==> config.mk <==
export PLATFORM = sky130hd
export DESIGN_NAME = framebuffer_reader
export DESIGN_NICKNAME = d
export VERILOG_FILES = /design/src/rtl/framebuffer_reader.sv
export SDC_FILE = /design/constraint.sdc
export NUM_CORES = 1
export LEC_CHECK = 0
export CAP_MARGIN = 0
export CORE_MARGIN = 2
export CORE_UTILIZATION = 42
export CTS_CLUSTER_DIAMETER = 30
export DETAILED_ROUTE_END_ITERATION = 16
export GPL_TIMING_DRIVEN = 1
export HOLD_SLACK_MARGIN = 0.15
export SYNTH_ARGS = -nofsm -noshare
export SYNTH_HDL_FRONTEND = slang
export SYNTH_SLANG_ARGS = --single-unit
==> constraint.sdc <==
create_clock -name clk -period 3.3 [get_ports clk]
set_input_delay 0.33 -clock clk [delete_from_list [all_inputs] [get_ports clk]]
set_output_delay 0.33 -clock clk [all_outputs]
set_load 0.02 [all_outputs]
==> src/rtl/framebuffer_reader.sv <==
// Raster-order frame-buffer scan-out: Avalon-MM pipelined read master feeding an Avalon-ST source via a local FIFO.
// Define FRAMEBUFFER_READER_PACKET_EN to add st_startofpacket/st_endofpacket framing flags.
module framebuffer_reader #(
   parameter int MM_ADDR_WIDTH    = 32,
   parameter int MM_DATA_WIDTH    = 16,
   parameter int MM_START_ADDRESS = 0,
   parameter int WIDTH            = 640,
   parameter int HEIGHT           = 480,
   parameter int FIFO_DEPTH       = 16
) (
   input  logic                     clk,
   input  logic                     reset,
   input  logic                     enable,
   output logic                     mm_read,
   output logic [MM_ADDR_WIDTH-1:0] mm_address,
   input  logic [MM_DATA_WIDTH-1:0] mm_readdata,
   input  logic                     mm_readdatavalid,
   input  logic                     mm_waitrequest,
   input  logic                     st_ready,
   output logic [MM_DATA_WIDTH-1:0] st_data,
   output logic                     st_valid
`ifdef FRAMEBUFFER_READER_PACKET_EN
   ,
   output logic                     st_startofpacket,
   output logic                     st_endofpacket
`endif
);

   // state   | meaning
   // S_IDLE  | stopped; enable starts a frame
   // S_FETCH | issuing raster-order reads under FIFO credit
   // S_DRAIN | last pixel issued, waiting for responses and FIFO to empty

   localparam int PW = $clog2(FIFO_DEPTH) + 1;
   localparam int FW = $clog2(FIFO_DEPTH);
   localparam int XW = (WIDTH  > 1) ? $clog2(WIDTH)  : 1;
   localparam int YW = (HEIGHT > 1) ? $clog2(HEIGHT) : 1;

   localparam logic [MM_ADDR_WIDTH-1:0] ADDR_BASE  = MM_ADDR_WIDTH'(MM_START_ADDRESS);
   localparam logic [MM_ADDR_WIDTH-1:0] ADDR_STEP  = MM_ADDR_WIDTH'(MM_DATA_WIDTH / 8);
   localparam logic [XW-1:0]            X_LAST     = XW'(WIDTH - 1);
   localparam logic [YW-1:0]            Y_LAST     = YW'(HEIGHT - 1);
   localparam logic [PW:0]              CREDIT_MAX = (PW + 1)'(FIFO_DEPTH);

   typedef enum logic [1:0] {S_IDLE, S_FETCH, S_DRAIN} state_t;

   state_t                   state_q;
   logic                     read_q;
   logic [MM_ADDR_WIDTH-1:0] addr_q;
   logic [XW-1:0]            x_q;
   logic [YW-1:0]            y_q;
   logic [PW-1:0]            pending_q, pending_d;
   logic [PW-1:0]            count_q, count_d;
   logic [FW-1:0]            wr_ptr_q, rd_ptr_q;
   logic [MM_DATA_WIDTH-1:0] data_mem [FIFO_DEPTH];

   logic accept, push, pop, x_end, last_pix, credit_ok, fifo_nonempty;

   assign accept        = read_q & ~mm_waitrequest;
   assign push          = mm_readdatavalid;
   assign fifo_nonempty = (count_q != '0);
   assign pop           = fifo_nonempty & st_ready;
   assign x_end         = (x_q == X_LAST);
   assign last_pix      = x_end & (y_q == Y_LAST);

   assign pending_d = pending_q + PW'(accept) - PW'(push);
   assign count_d   = count_q + PW'(push) - PW'(pop);
   // Credit is judged on next-cycle occupancy so the registered mm_read never over-commits the FIFO.
   assign credit_ok = ({1'b0, pending_d} + {1'b0, count_d}) < CREDIT_MAX;

   always_ff @(posedge clk or posedge reset) begin
      if (reset) begin
         state_q <= S_IDLE;
         read_q  <= 1'b0;
         addr_q  <= ADDR_BASE;
         x_q     <= '0;
         y_q     <= '0;
      end else begin
         case (state_q)
            S_IDLE: begin
               if (enable) begin
                  state_q <= S_FETCH;
                  read_q  <= 1'b1;
               end
            end
            S_FETCH: begin
               if (accept) begin
                  if (last_pix) begin
                     x_q    <= '0;
                     y_q    <= '0;
                     addr_q <= ADDR_BASE;
                     if (enable) begin
                        read_q <= credit_ok;
                     end else begin
                        read_q  <= 1'b0;
                        state_q <= S_DRAIN;
                     end
                  end else begin
                     addr_q <= addr_q + ADDR_STEP;
                     if (x_end) begin
                        x_q <= '0;
                        y_q <= y_q + YW'(1);
                     end else begin
                        x_q <= x_q + XW'(1);
                     end
                     read_q <= credit_ok;
                  end
               end else if (!read_q) begin
                  read_q <= credit_ok;
               end
            end
            S_DRAIN: begin
               if (pending_q == '0 && count_q == '0) state_q <= S_IDLE;
            end
            default: state_q <= S_IDLE;
         endcase
      end
   end

   always_ff @(posedge clk or posedge reset) begin
      if (reset) begin
         pending_q <= '0;
         count_q   <= '0;
         wr_ptr_q  <= '0;
         rd_ptr_q  <= '0;
      end else begin
         pending_q <= pending_d;
         count_q   <= count_d;
         if (push) wr_ptr_q <= wr_ptr_q + FW'(1);
         if (pop)  rd_ptr_q <= rd_ptr_q + FW'(1);
      end
   end

   always_ff @(posedge clk) begin
      if (push) data_mem[wr_ptr_q] <= mm_readdata;
   end

   assign mm_read    = read_q;
   assign mm_address = addr_q;
   assign st_valid   = fifo_nonempty;
   assign st_data    = data_mem[rd_ptr_q];

`ifdef FRAMEBUFFER_READER_PACKET_EN
   // Responses return in order, so the slot reserved at issue time is the one the data later lands in.
   logic [FW-1:0] iss_ptr_q;
   logic [1:0]    flag_mem [FIFO_DEPTH];

   always_ff @(posedge clk or posedge reset) begin
      if (reset) begin
         iss_ptr_q <= '0;
      end else if (accept) begin
         iss_ptr_q <= iss_ptr_q + FW'(1);
      end
   end

   always_ff @(posedge clk) begin
      if (accept) flag_mem[iss_ptr_q] <= {(x_q == '0) && (y_q == '0), last_pix};
   end

   assign st_startofpacket = fifo_nonempty & flag_mem[rd_ptr_q][1];
   assign st_endofpacket   = fifo_nonempty & flag_mem[rd_ptr_q][0];
`endif

endmodule

# --- Yosys cells after proc, flatten, opt, wreduce, memory -nomap -nowiden ---
# Memories as Yosys holds them, arrays and structs flattened.
# Cells that the tools add are included.
word_totals:
  output_inout_bits: 50
  ram_bits: 256
  inputBits: 22
  wordCells: 64
  register_bits: 72
  n_memories: 1
op_classes:
  magnitude_cmp: 1
  n_reduce_logical: 11
  bitwise_logic: 4
  n_mux: 19
  addsub: 10
  eq_ne: 9
mem_list:
  columns: ["memory", "words", "width", "rd", "rd_ports_with_merged_regs", "wr", "line", "source"]
  rows:
  - ["data_mem", 16, 16, 1, 0, 1, "55", "logic [MM_DATA_WIDTH-1:0] data_mem [FIFO_DEPTH];"]
op_table:
  columns: ["operator", "count"]
  rows:
  - ["$add A32 B2 Y32 const B", 1]
  - ["$mux W32", 1]
  - ["$mux W10", 2]
  - ["$mux W9", 2]
  - ["$add A10 B1 Y10 const B", 1]
  - ["$add A5 B1 Y5", 2]
  - ["$eq A10 B10 Y1 const B", 1]
  - ["$logic_not A5 Y1", 2]
  - ["$mux W2", 5]
  - ["$ne A2 B2 Y1 const B", 5]
  - ["$sub A5 B1 Y5", 2]
  - ["$add A9 B1 Y9 const B", 1]
  - ["$eq A9 B9 Y1 const B", 1]
  - ["$add A4 B1 Y4 const B", 2]
  - ["$mux W1", 7]
  - ["$add A5 B5 Y6", 1]
  - ["$lt A6 B5 Y1 const B", 1]
  - ["$pmux W2 S3", 1]
  - ["$reduce_and A5 Y1", 1]
  - ["$reduce_bool A5 Y1", 1]
  - ["$reduce_and A2 Y1", 2]
  - ["$reduce_bool A2 Y1", 2]
  - ["$and A1 B1 Y1", 3]
  - ["$reduce_and A3 Y1", 1]
  - ["6 further kinds", 6]

# --- Logic depth before layout (Yosys ltp) ---
# Gate-level depths: netlist of the first run.
depth:
  ltp_word: 10
  depth_mapped: 18
  depth_no_buf: 17

# --- Worst setup path after synthesis of the first run ---
# OpenSTA, ideal clock, no wires.
synth_timing:
  kind: "register to register"
  start: "register count_q[3]"
  end: "register read_q (netlist: mm_read)"
  required_time_ps: 3235
  setup_time_ps: 65
  n_path_buf: 1
  slack_ps: -205
  path_stages_with_launch: 19
  arrival_ps: 3440
  period_less_slack_ps: 3505
  cell_sequence: "dfrtp_1 inv_1 ha_1 nor4b_1 nor2b_1 clkbuf_1 ha_1 inv_1 ha_1 fa_1 a21oi_1 nor2_1 nor2_1 xnor2_1 ha_1 or3_1 o21bai_1 nor2b_1 o22a_1"
synth_between:
  elab_chain_cells: 9
  word_cells_on_any_way: 11
  classes_between: "add/sub: 3; order compare: 1; mux: 5; bitwise: 1; reduce/logical: 1"
synth_rtl:
  columns: ["item", "line", "source"]
  rows:
  - ["start: declaration", "53", "logic [PW-1:0] count_q, count_d;"]
  - ["start signal: assignment", "128", "count_q <= count_d;"]
  - ["$reduce_bool A5 Y1 *", "61", "assign fifo_nonempty = (count_q != '0);"]
  - ["$and A1 B1 Y1 *", "62", "assign pop = fifo_nonempty & st_ready;"]
  - ["named net pop", "57", "logic accept, push, pop, x_end, last_pix, credit_ok, fifo_nonempty;"]
  - ["$sub A5 B1 Y5 *", "67", "assign count_d = count_q + PW'(push) - PW'(pop);"]
  - ["named net count_d[4]", "53", null]
  - ["$add A5 B5 Y6 *", "69", "assign credit_ok = ({1'b0, pending_d} + {1'b0, count_d}) < CREDIT_MAX;"]
  - ["$lt A6 B5 Y1 *", "69", null]
  - ["$mux W1", "92", "if (enable) begin"]
  - ["$mux W1", "88", "if (last_pix) begin"]
  - ["$mux W1 *", "87", "if (accept) begin"]
  - ["$pmux W1 S2 *", "79", "case (state_q)"]
  - ["end signal: assignment", "93", "read_q <= credit_ok;"]
  - ["end signal: assignment", "106", "read_q <= credit_ok;"]
  - ["end signal: assignment", "109", "read_q <= credit_ok;"]
  - ["end: declaration", "48", "logic read_q;"]
# Mark *: on every way through the listed nets, which the timed path passes. The rest lies on a longest branch.
# A chain may end at the register's enable or synchronous reset.

# --- Worst setup path in the final report of the first run ---
layout_timing:
  start: "register count_q[2]"
  end: "register read_q (netlist: mm_read)"
layout_between:
  elab_chain_cells: 9
  word_cells_on_any_way: 11
  classes_between: "add/sub: 3; order compare: 1; mux: 5; bitwise: 1; reduce/logical: 1"
layout_rtl:
  columns: ["item", "line"]
  rows:
  - ["parallel branches: the longest is 2 deep, another holds $add A5 B1 Y5", null]
  - ["$sub A5 B1 Y5 *", "67"]
  - ["named net count_d[2]", "53"]
  - ["$add A5 B5 Y6 *", "69"]
  - ["$lt A6 B5 Y1 *", "69"]
  - ["$mux W1", "92"]
  - ["$mux W1", "88"]
  - ["$mux W1 *", "87"]
  - ["$pmux W1 S2 *", "79"]
# Mark *: on every way through the listed nets, which the timed path passes.

==> flow_summary.yaml, run 1 <==
run_status:
  status: "finished, final reports clean"
clock_network:
  cts_buffers: 77
  cts_root_buf: "clkbuf_16"
  cts_buffer_depth: 3
  clk_latency_ps: 560
  clock-sinks: 327
  clk_pin_slew_worst_paths_ps: 40
  cts_tree: "yes"
  htree_levels: 3
timing:
  timing.final.ws_setup_ps: 13.7
  period_share: 0.996
  setup_viol: 0
  max_freq_ghz: 0.304
  rsz0062_at_grt: "true"
  slew_headroom: 0.539
  post-route-min-period_ps: 3290
  hold_viol: 0
  skew_ps: 15.7
  drv_slew: 0
  tightest_slew_ps: 690
pwr:
  total_leakage_power_uw: 0.00654
  power_density_nw_per_um2: 974
  peakVddDrop_uv: 656
critical_path:
  cp.required_ps: 3740
  reg2reg_slack_ps: 10
  critPathLaunchType: "register"
  path_class: "reg -> reg"
  crit_arrival_ps: 3730
  cp_max_fo: 2
  end_kind: "register"
place:
  port_buffers: 70
  place_ws_ps: -204
  place_area_um2: 15000
  dp.final_hpwl_um: 15900
  gp_congestion: 0.756
routing:
  wl_per_cell_um: 20.9
  drc: 0
  first_pass_iters: 4
  wl_um: 29500
  vias: 7467
  drtIter0Drc: 641
  avgViaCountPerCell: 5.29
  postRouteAntennaNets: 0
logic_synthesis:
  synth_edf_count: 256
  syn_inst: 761
  ys_async_sr_fraction: 0.217
  ys_types: 55
  synth_nets: 809
  yosysTopAreaCell: "edfxtp_1"
  ys_seq_area_frac: 0.697
  synth_top_area_share: 0.566
  synth-seq-cells: 327
  syn_area_um2: 13600
  ys.flop_type: "edfxtp_1"
  avgSynthCellArea_um2: 17.9
  synth_area_leaders: "edfxtp_1 (57%), mux4_2 (13%), dfrtp_1 (13%), ha_1 (2.2%), xnor2_1 (1.9%)"
  synth.yosys.warnings: 0
min_path:
  hp-class: "in -> async"
run:
  cap_violations: 0
layout:
  layout-drive-gt1-share: 0.300
  final_area_um2: 17900
  final_nets: 994
  fin_util: 0.563
  final_common_cell: "edfxtp_1"
  area_delta_synth_final_pct: 31.5
  final_cell_mix: "edfxtp_1 (256), mux4_2 (80), clkbuf_16 (77)"
global_route:
  grt_pass1_wl_um: 46900
  grt_max_degree: 52
  track_usage: 0.184
  grt_overflow_total: 0
  grt_pass1_vias: 8124
  antenna_found_initial: 1
floorplan:
  chipWidth_um: 184
  die_h_um: 184
  core_um2: 31700
  io_pins: 72
  start_util: 0.428
  die_area_um2: 33800
  fp-row-count: 65
==> stage by stage <==
step | total power [uW] | std cells | TNS, ps | hold WS [ps]
after floorplan | 8240 | 761 | 0 | 427
after global placement | 9740 | 1244 | -109 | 466
after detailed placement | 9770 | 1244 | -204 | 465
after CTS | 17400 | 1409 | -53.1 | 225
after global routing | 18200 | 1411 | -169 | 261
final | 17400 | 1412 | 0 | 212
==> report_power, final <==
part           switching (uW)  internal (uW)  total (uW)
clock network            2480           4950        7430
registers                 247           4970        5210
logic                    2280           2480        4770
==> what timing repair did <==
action,CTS,global route
hold endpoints to repair,0,0
pin swaps,9,8
resized for setup,11,11
buffers inserted,23,4
hold buffers,0,0
endpoints found under the setup margin,15,14
==> layout make-up <==
class,count,area [um2]
flip-flops and latches,327,9470
diodes,1,2.50
multi-input cells,378,3920
clock buffers,84,1980
fillers,2425,13800
clock inverters,58,623
well taps,402,503
repair buffers,136,1270
inverters,26,97.6
==> layer usage <==
metal  share of wire  up-vias  global-route usage
met5               0        -                   0
met4           0.021        0              0.0662
met3           0.068       61              0.0390
met2            0.49      225               0.300
met1            0.42     3797               0.247
li1                -     3384                   -
==> cells in the mapped netlist (5+ instances only) <==
cell and instances:
o21ai_0 14, dfrtp_1 71, mux4_2 80, nor3_1 12, nand2b_1 5, and3_1 10
a21oi_1 16, buf_2 10, buf_1 5, nor2_1 34, inv_1 26, ha_1 24
xnor2_1 30, nand3_1 13, and2_1 20, xor2_1 13, or3_1 8, and4_1 6
nand2_1 31, nand4_1 13, clkbuf_1 7, edfxtp_1 256
==> registers in the layout (all words and copies together) (netlist names) <==
signal / cells
x_q: 10
rd_ptr_q: 4
mm_address: 31
data_mem: 256
wr_ptr_q: 4
state_q: 2
y_q: 9
count_q: 5
mm_read: 1
pending_q: 5
==> worst paths after layout <==
check / start / cells past startpoint / to
setup / recovery: count_q[2]$_DFF_PP0_ / 16 / mm_read$_DFFE_PP0P_
hold / removal: reset / 2 / mm_address[18]$_DFFE_PP0P_
setup reg to reg: count_q[2]$_DFF_PP0_ / 16 / mm_read$_DFFE_PP0P_
hold reg to reg: rd_ptr_q[3]$_DFFE_PP0P_ / 1 / rd_ptr_q[3]$_DFFE_PP0P_
max in group asynchronous: reset / 3 / count_q[2]$_DFF_PP0_
min in group clk: enable / 2 / state_q[1]$_DFFE_PP0P_
==> cells by family (layout without fill, tap and decap cells) <==
group / count (synthesis) / count (layout) / share of synthesized area
simple gates: 174 / 174 / 0.0728
fa+ha+maj: 26 / 26 / 0.0251
buf+inv: 56 / 304 / 0.0197
flops: 327 / 327 / 0.697
compound gates: 49 / 49 / 0.0213
other cells: 1 / 2 / 0.000276
mux: 85 / 85 / 0.137
xor+xnor: 43 / 43 / 0.0277
==> worst max-delay path, stage by stage, from the launching register on <==
cell and delay (ps):
dfrtp_1 370, inv_2 80, ha_4 120, nor4b_4 230, nor2b_2 90, ha_1 300, inv_2 40, ha_4 160
fa_2 360, buf_4 150, xor2_1 170, ha_1 310, nand4_1 100, a21boi_0 300, o21bai_4 90, nor2b_1 130
o22a_1 170
Note: power is estimated with default switching activity, not from simulation.
==> inputs of run 2 (changes only) <==
--- a/config.mk
+++ b/config.mk
@@ -5,13 +5,14 @@
 export SDC_FILE = /design/constraint.sdc
 export NUM_CORES = 1
 export LEC_CHECK = 0
-export CAP_MARGIN = 0
-export CORE_MARGIN = 2
-export CORE_UTILIZATION = 42
+export CAP_MARGIN = 10
+export CORE_MARGIN = 3
+export CORE_UTILIZATION = 54
 export CTS_CLUSTER_DIAMETER = 30
 export DETAILED_ROUTE_END_ITERATION = 16
 export GPL_TIMING_DRIVEN = 1
 export HOLD_SLACK_MARGIN = 0.15
+export PLACE_DENSITY = 0.76
 export SYNTH_ARGS = -nofsm -noshare
 export SYNTH_HDL_FRONTEND = slang
 export SYNTH_SLANG_ARGS = --single-unit
==> run 2 against run 1 <==
  * The run now ends with negative setup slack left
  * First-iteration DRC count is 31% higher
  * Sequential cell count stayed put
  * Core utilization is 13 points higher
  * Non-clock buffer count is 22 lower
  * Routed wire length is 5.5% higher
  * Register-to-register slack worse by 230 ps
  * Largest cell class unchanged
  * Largest power group unchanged
==> flow_summary.yaml, run 2 (synthesis gave the netlist of run 1 again) <==
run_status:
  status: "complete, but fails checks"
  violations: "negative setup slack"
floorplan:
  core_um2: 24500
  die_area_um2: 27100
  die_h_um: 165
  start_util: 0.554
  fp-row-count: 57
  chipWidth_um: 165
  io_pins: 72
pwr:
  p_sw_uw: 4650
  seq_power_share: 0.331
  power_density_nw_per_um2: 935
  p_total_uw: 15900
  clkPwrFrac: 0.381
  total_leakage_power_uw: 0.00611
  peakVddDrop_uv: 724
  p_int_uw: 11200
  combPwrFrac: 0.289
  switching_share: 0.293
timing:
  hold_viol: 0
  max_freq_ghz: 0.284
  drv_slew: 0
  timing.final.ws_setup_ps: -219
  tightest_slew_ps: 717
  period_share: 1.07
  skew_ps: 30.4
  post-route-min-period_ps: 3520
  slew_headroom: 0.521
  rsz0062_at_grt: "true"
  setup_viol: 1
critical_path:
  path_delay_family: "adder cells"
  r2r.worst_path.cells: 17
  path_cells: "inv_2 -> ha_4 -> nor4b_4 -> nor2b_2 -> ha_1 -> inv_1 -> ha_2 -> fa_2 -> a21oi_2 -> nor2_1 -> nor2_2 -> xnor2_2 -> ha_1 -> or3_1 -> o21bai_1 -> o31a_1 -> o22a_1"
  crit_top_cell: "ha_1"
  critPathBufInv: 2
  cp_max_fo: 2
  crit_arrival_ps: 4020
  reg2reg_from: "count_q[3]$_DFF_PP0_"
  reg2reg_to: "mm_read$_DFFE_PP0P_"
  critPathSlowestCell: "dfrtp_1"
  end_kind: "register"
  path_class: "reg -> reg"
  critPathLaunchType: "register"
  reg2reg_slack_ps: -220
  cp.required_ps: 3800
  cp_slowest_stage_delay_ps: 380
routing:
  first_pass_iters: 5
  wl_um: 31100
  avgViaCountPerCell: 5.96
  vias: 7606
  postRouteAntennaNets: 0
  drtIter0Drc: 842
  wl_per_cell_um: 24.4
  drc: 0
layout:
  final_nets: 953
  largest_register_ffs: 256
  layout-drive-gt1-share: 0.254
  final_common_cell: "edfxtp_1"
  fin_util: 0.693
  final_area_um2: 17000
  area_delta_synth_final_pct: 25.1
  final_cell_mix: "edfxtp_1 (256), mux4_2 (80), dfrtp_1 (69)"
  stdcell_count: 1276
  largest-register: "data_mem"
place:
  gp_congestion: 0.817
  port_buffers: 70
  place_ws_ps: -278
  dp.cells: 1158
  dp.final_hpwl_um: 16500
  place_area_um2: 14800
global_route:
  track_usage: 0.240
  grt_overflow_total: 0
  grt_pass1_vias: 8409
  grt_pass1_wl_um: 48700
  antenna_found_initial: 2
  grt_max_degree: 65
clock_network:
  htree_levels: 2
  clk_pin_slew_worst_paths_ps: 50
  clk_latency_ps: 570
  cts_buffers: 58
  cts_hold_buf: 0
  cts_root_buf: "clkbuf_16"
  clock-sinks: 327
  cts_tree: "yes"
  cts_buffer_depth: 3
run:
  cap_violations: 0
min_path:
  hp-class: "in -> async"
[run 2: cell type report]
type | instances | area, um2
inverters | 26 | 97.6
flip-flops and latches | 327 | 9470
fillers | 1493 | 7540
repair buffers | 114 | 1090
multi-input cells | 378 | 3900
well taps | 324 | 405
clock buffers | 63 | 1510
diodes | 1 | 2.50
clock inverters | 43 | 509
[run 2: timing repair]
| action | CTS | global route |
|---|---|---|
| endpoints found under the setup margin | 11 | 4 |
| buffers inserted | 4 | 6 |
| resized for setup | 23 | 1 |
| pin swaps | 11 | 9 |
| cloned | 1 | 0 |
[run 2: worst max-delay path by stage]
stage / startpoint / end / slack, ps / cells after the start
after floorplan: count_q[3]$_DFF_PP0_ / mm_read$_DFFE_PP0P_ / 20 / 18
after detailed placement: mm_waitrequest / mm_read$_DFFE_PP0P_ / -280 / 17
after CTS: count_q[3]$_DFF_PP0_ / mm_read$_DFFE_PP0P_ / -180 / 17
final: count_q[3]$_DFF_PP0_ / mm_read$_DFFE_PP0P_ / -220 / 17
after global placement: mm_waitrequest / mm_read$_DFFE_PP0P_ / -70 / 17
after global routing: count_q[3]$_DFF_PP0_ / mm_read$_DFFE_PP0P_ / -350 / 17
[run 2: stage by stage]
| stage | hold WS [ps] | TNS, ps |
|---|---|---|
| final | 206 | -219 |
| after global routing | 278 | -348 |
| after CTS | 221 | -184 |
| after global placement | 467 | -73.0 |
| after detailed placement | 472 | -278 |
| after floorplan | 427 | 0 |
[run 2: worst reg2reg max path, cell delays in order, from the launching register on]
cell	delay (ps)
dfrtp_1	380
inv_2	80
ha_4	130
nor4b_4	240
nor2b_2	90
ha_1	290
inv_1	50
ha_2	180
fa_2	360
a21oi_2	160
nor2_1	70
nor2_2	130
xnor2_2	160
ha_1	270
or3_1	330
o21bai_1	220
o31a_1	200
o22a_1	150
[run 2: routing by layer]
layer,track usage,part of all wire,vias up
li1,-,-,3276
met1,0.306,0.37,3920
met2,0.414,0.53,336
met3,0.0479,0.072,72
met4,0.0835,0.028,2
met5,0,0.00048,-
[run 2: power groups by stage]
stage	combinational, uW	sequential, uW	clock, uW
6_report	4590	5250	6050
5_1_grt	4940	5300	6330
4_1_cts	4510	5260	6110
3_5_place_dp	4380	5300	0
3_3_place_gp	4180	5250	0
2_1_floorplan	3010	5230	0
==> inputs of run 3 (changes only) <==
--- a/config.mk
+++ b/config.mk
@@ -7,12 +7,13 @@
 export LEC_CHECK = 0
 export CAP_MARGIN = 10
 export CORE_MARGIN = 3
-export CORE_UTILIZATION = 54
+export CORE_UTILIZATION = 56
+export CTS_BUF_LIST = sky130_fd_sc_hd__clkbuf_8
 export CTS_CLUSTER_DIAMETER = 30
 export DETAILED_ROUTE_END_ITERATION = 16
 export GPL_TIMING_DRIVEN = 1
 export HOLD_SLACK_MARGIN = 0.15
-export PLACE_DENSITY = 0.76
+export PLACE_DENSITY = 0.78
 export SYNTH_ARGS = -nofsm -noshare
 export SYNTH_HDL_FRONTEND = slang
 export SYNTH_SLANG_ARGS = --single-unit
==> run 3 against run 2 <==
  * The flow still finishes with violations (negative setup slack)
  * Worst hold slack improved by 15 ps
  * Via count fell by 1.2%
  * Critical path depth did not move
  * Clock-buffer cell count did not move
  * Clock power fell by 32%
  * Maximum frequency rose by 6.4%
  * Sequential power rose by 2%
  * Clock skew fell by 8.7 ps
  * Non-clock buffer count rose by 7
  * Critical path type unchanged
  * Critical endpoint unchanged
  * Largest cell class unchanged
  * Largest power group is now registers
==> flow_summary.yaml, run 3 (synthesis gave the netlist of run 1 again) <==
clock_network:
  cts_hold_buf: 0
  cts_buffers: 59
  htree_levels: 2
  clock-sinks: 327
  cts_tree: "yes"
  cts_buffer_depth: 3
  clk_pin_slew_worst_paths_ps: 60
  cts_root_buf: "clkbuf_8"
  clk_latency_ps: 590
routing:
  wl_um: 29200
  drc: 0
  vias: 7518
  wl_per_cell_um: 22.8
  drtIter0Drc: 772
  postRouteAntennaNets: 0
  avgViaCountPerCell: 5.87
  first_pass_iters: 5
timing:
  hold_viol: 0
  period_share: 1.00
  post-route-min-period_ps: 3310
  setup_viol: 1
  setup-tns-final_ps: -6.70
  rsz0062_at_grt: "true"
  drv_slew: 0
  max_freq_ghz: 0.302
  slew_headroom: 0.473
  hold_slack_ps: 221
  skew_ps: 21.7
  tightest_slew_ps: 789
  timing.final.ws_setup_ps: -6.70
floorplan:
  die_area_um2: 26200
  die_h_um: 162
  fp-row-count: 56
  core_um2: 23700
  start_util: 0.574
  io_pins: 72
  chipWidth_um: 162
run:
  cap_violations: 0
place:
  gp_congestion: 0.849
  dp.cells: 1155
  port_buffers: 70
  dp.final_hpwl_um: 17200
run_status:
  status: "complete, but fails checks"
  violations: "negative setup slack"
layout:
  layout-drive-gt1-share: 0.255
  area_delta_synth_final_pct: 20.6
  final_common_cell: "edfxtp_1"
  final_cell_mix: "edfxtp_1 (256), mux4_2 (80), dfrtp_1 (69)"
  largest-register: "data_mem"
  stdcell_count: 1280
  n_antenna_cell: 0
  final_nets: 961
  largest_register_ffs: 256
min_path:
  hp-class: "in -> async"
pwr:
  peakVddDrop_uv: 724
  total_leakage_power_uw: 0.00593
  power_density_nw_per_um2: 854
global_route:
  grt_max_degree: 37
  grt_pass1_vias: 7973
  track_usage: 0.225
  grt_overflow_total: 0
  grt_pass1_wl_um: 45000
  antenna_found_initial: 1
critical_path:
  cp_max_fo: 2
  end_kind: "register"
  cp.required_ps: 3820
  crit_arrival_ps: 3830
  critPathLaunchType: "register"
  path_class: "reg -> reg"
  reg2reg_slack_ps: -7
==> run 3: final cells by class <==
cell class,count,area [um2]
clock buffer,63,867
sequential,327,9470
fill,1461,7300
timing repair buffer,121,1190
inverter,26,97.6
clock inverter,46,448
tap,319,399
multi-input combinational,378,3910
==> run 3: layer usage <==
layer,up-vias,track usage,routed length [um]
met3,45,0.0423,2190
met1,3854,0.306,11100
met2,320,0.380,15300
li1,3297,-,-
met4,2,0.0636,541
met5,-,0,8
==> run 3: worst paths after layout <==
kind,start,end,cells past startpoint
min in group clk,enable,state_q[1]$_DFFE_PP0P_,2
setup / recovery,count_q[2]$_DFF_PP0_,mm_read$_DFFE_PP0P_,17
max in group asynchronous,reset,rd_ptr_q[1]$_DFFE_PP0P_,3
hold reg to reg,y_q[7]$_DFFE_PP0P_,y_q[7]$_DFFE_PP0P_,1
hold / removal,reset,state_q[0]$_DFFE_PP0P_,2
setup reg to reg,count_q[2]$_DFF_PP0_,mm_read$_DFFE_PP0P_,17
==> run 3: power by group <==
group | switching (uW) | internal (uW) | total, uW | leakage, uW
Combinational | 2180 | 2370 | 4550 | 0.00199
Clock | 1680 | 2430 | 4110 | 0.000705
Sequential | 378 | 4960 | 5340 | 0.00324
Total | 4240 | 9750 | 14000 | 0.00593
==> run 3: timing repair <==
action,4_1_cts,5_1_grt
pin swaps,9,7
buffers inserted,9,5
resized for setup,17,5
gates cloned,0,2
endpoints found under the setup margin,15,11
==> run 3: through the flow <==
stage / worst slack [ps] / power (uW) / area (um2) / utilization
CTS: -78.1 / 14000 / 16300 / 0.687
global placement: -83.2 / 9510 / 14900 / 0.628
detailed placement: -187 / 9760 / 14900 / 0.628
floorplan: 16.9 / 8240 / 13600 / -
finish: -6.70 / 14000 / 16400 / 0.692
global route: -208 / 14600 / 16400 / 0.692
==> run 3: critical path, cell delays in order, from the launching register on <==
cell	delay, ps
dfrtp_1	390
inv_2	90
ha_4	130
nor4b_4	230
nor2b_2	80
ha_1	290
inv_2	50
ha_4	150
fa_2	350
a21oi_2	130
nor2_1	50
nor2_1	120
xnor2_1	170
ha_1	270
or3_1	310
o21bai_1	170
o31a_1	150
o22a_1	130
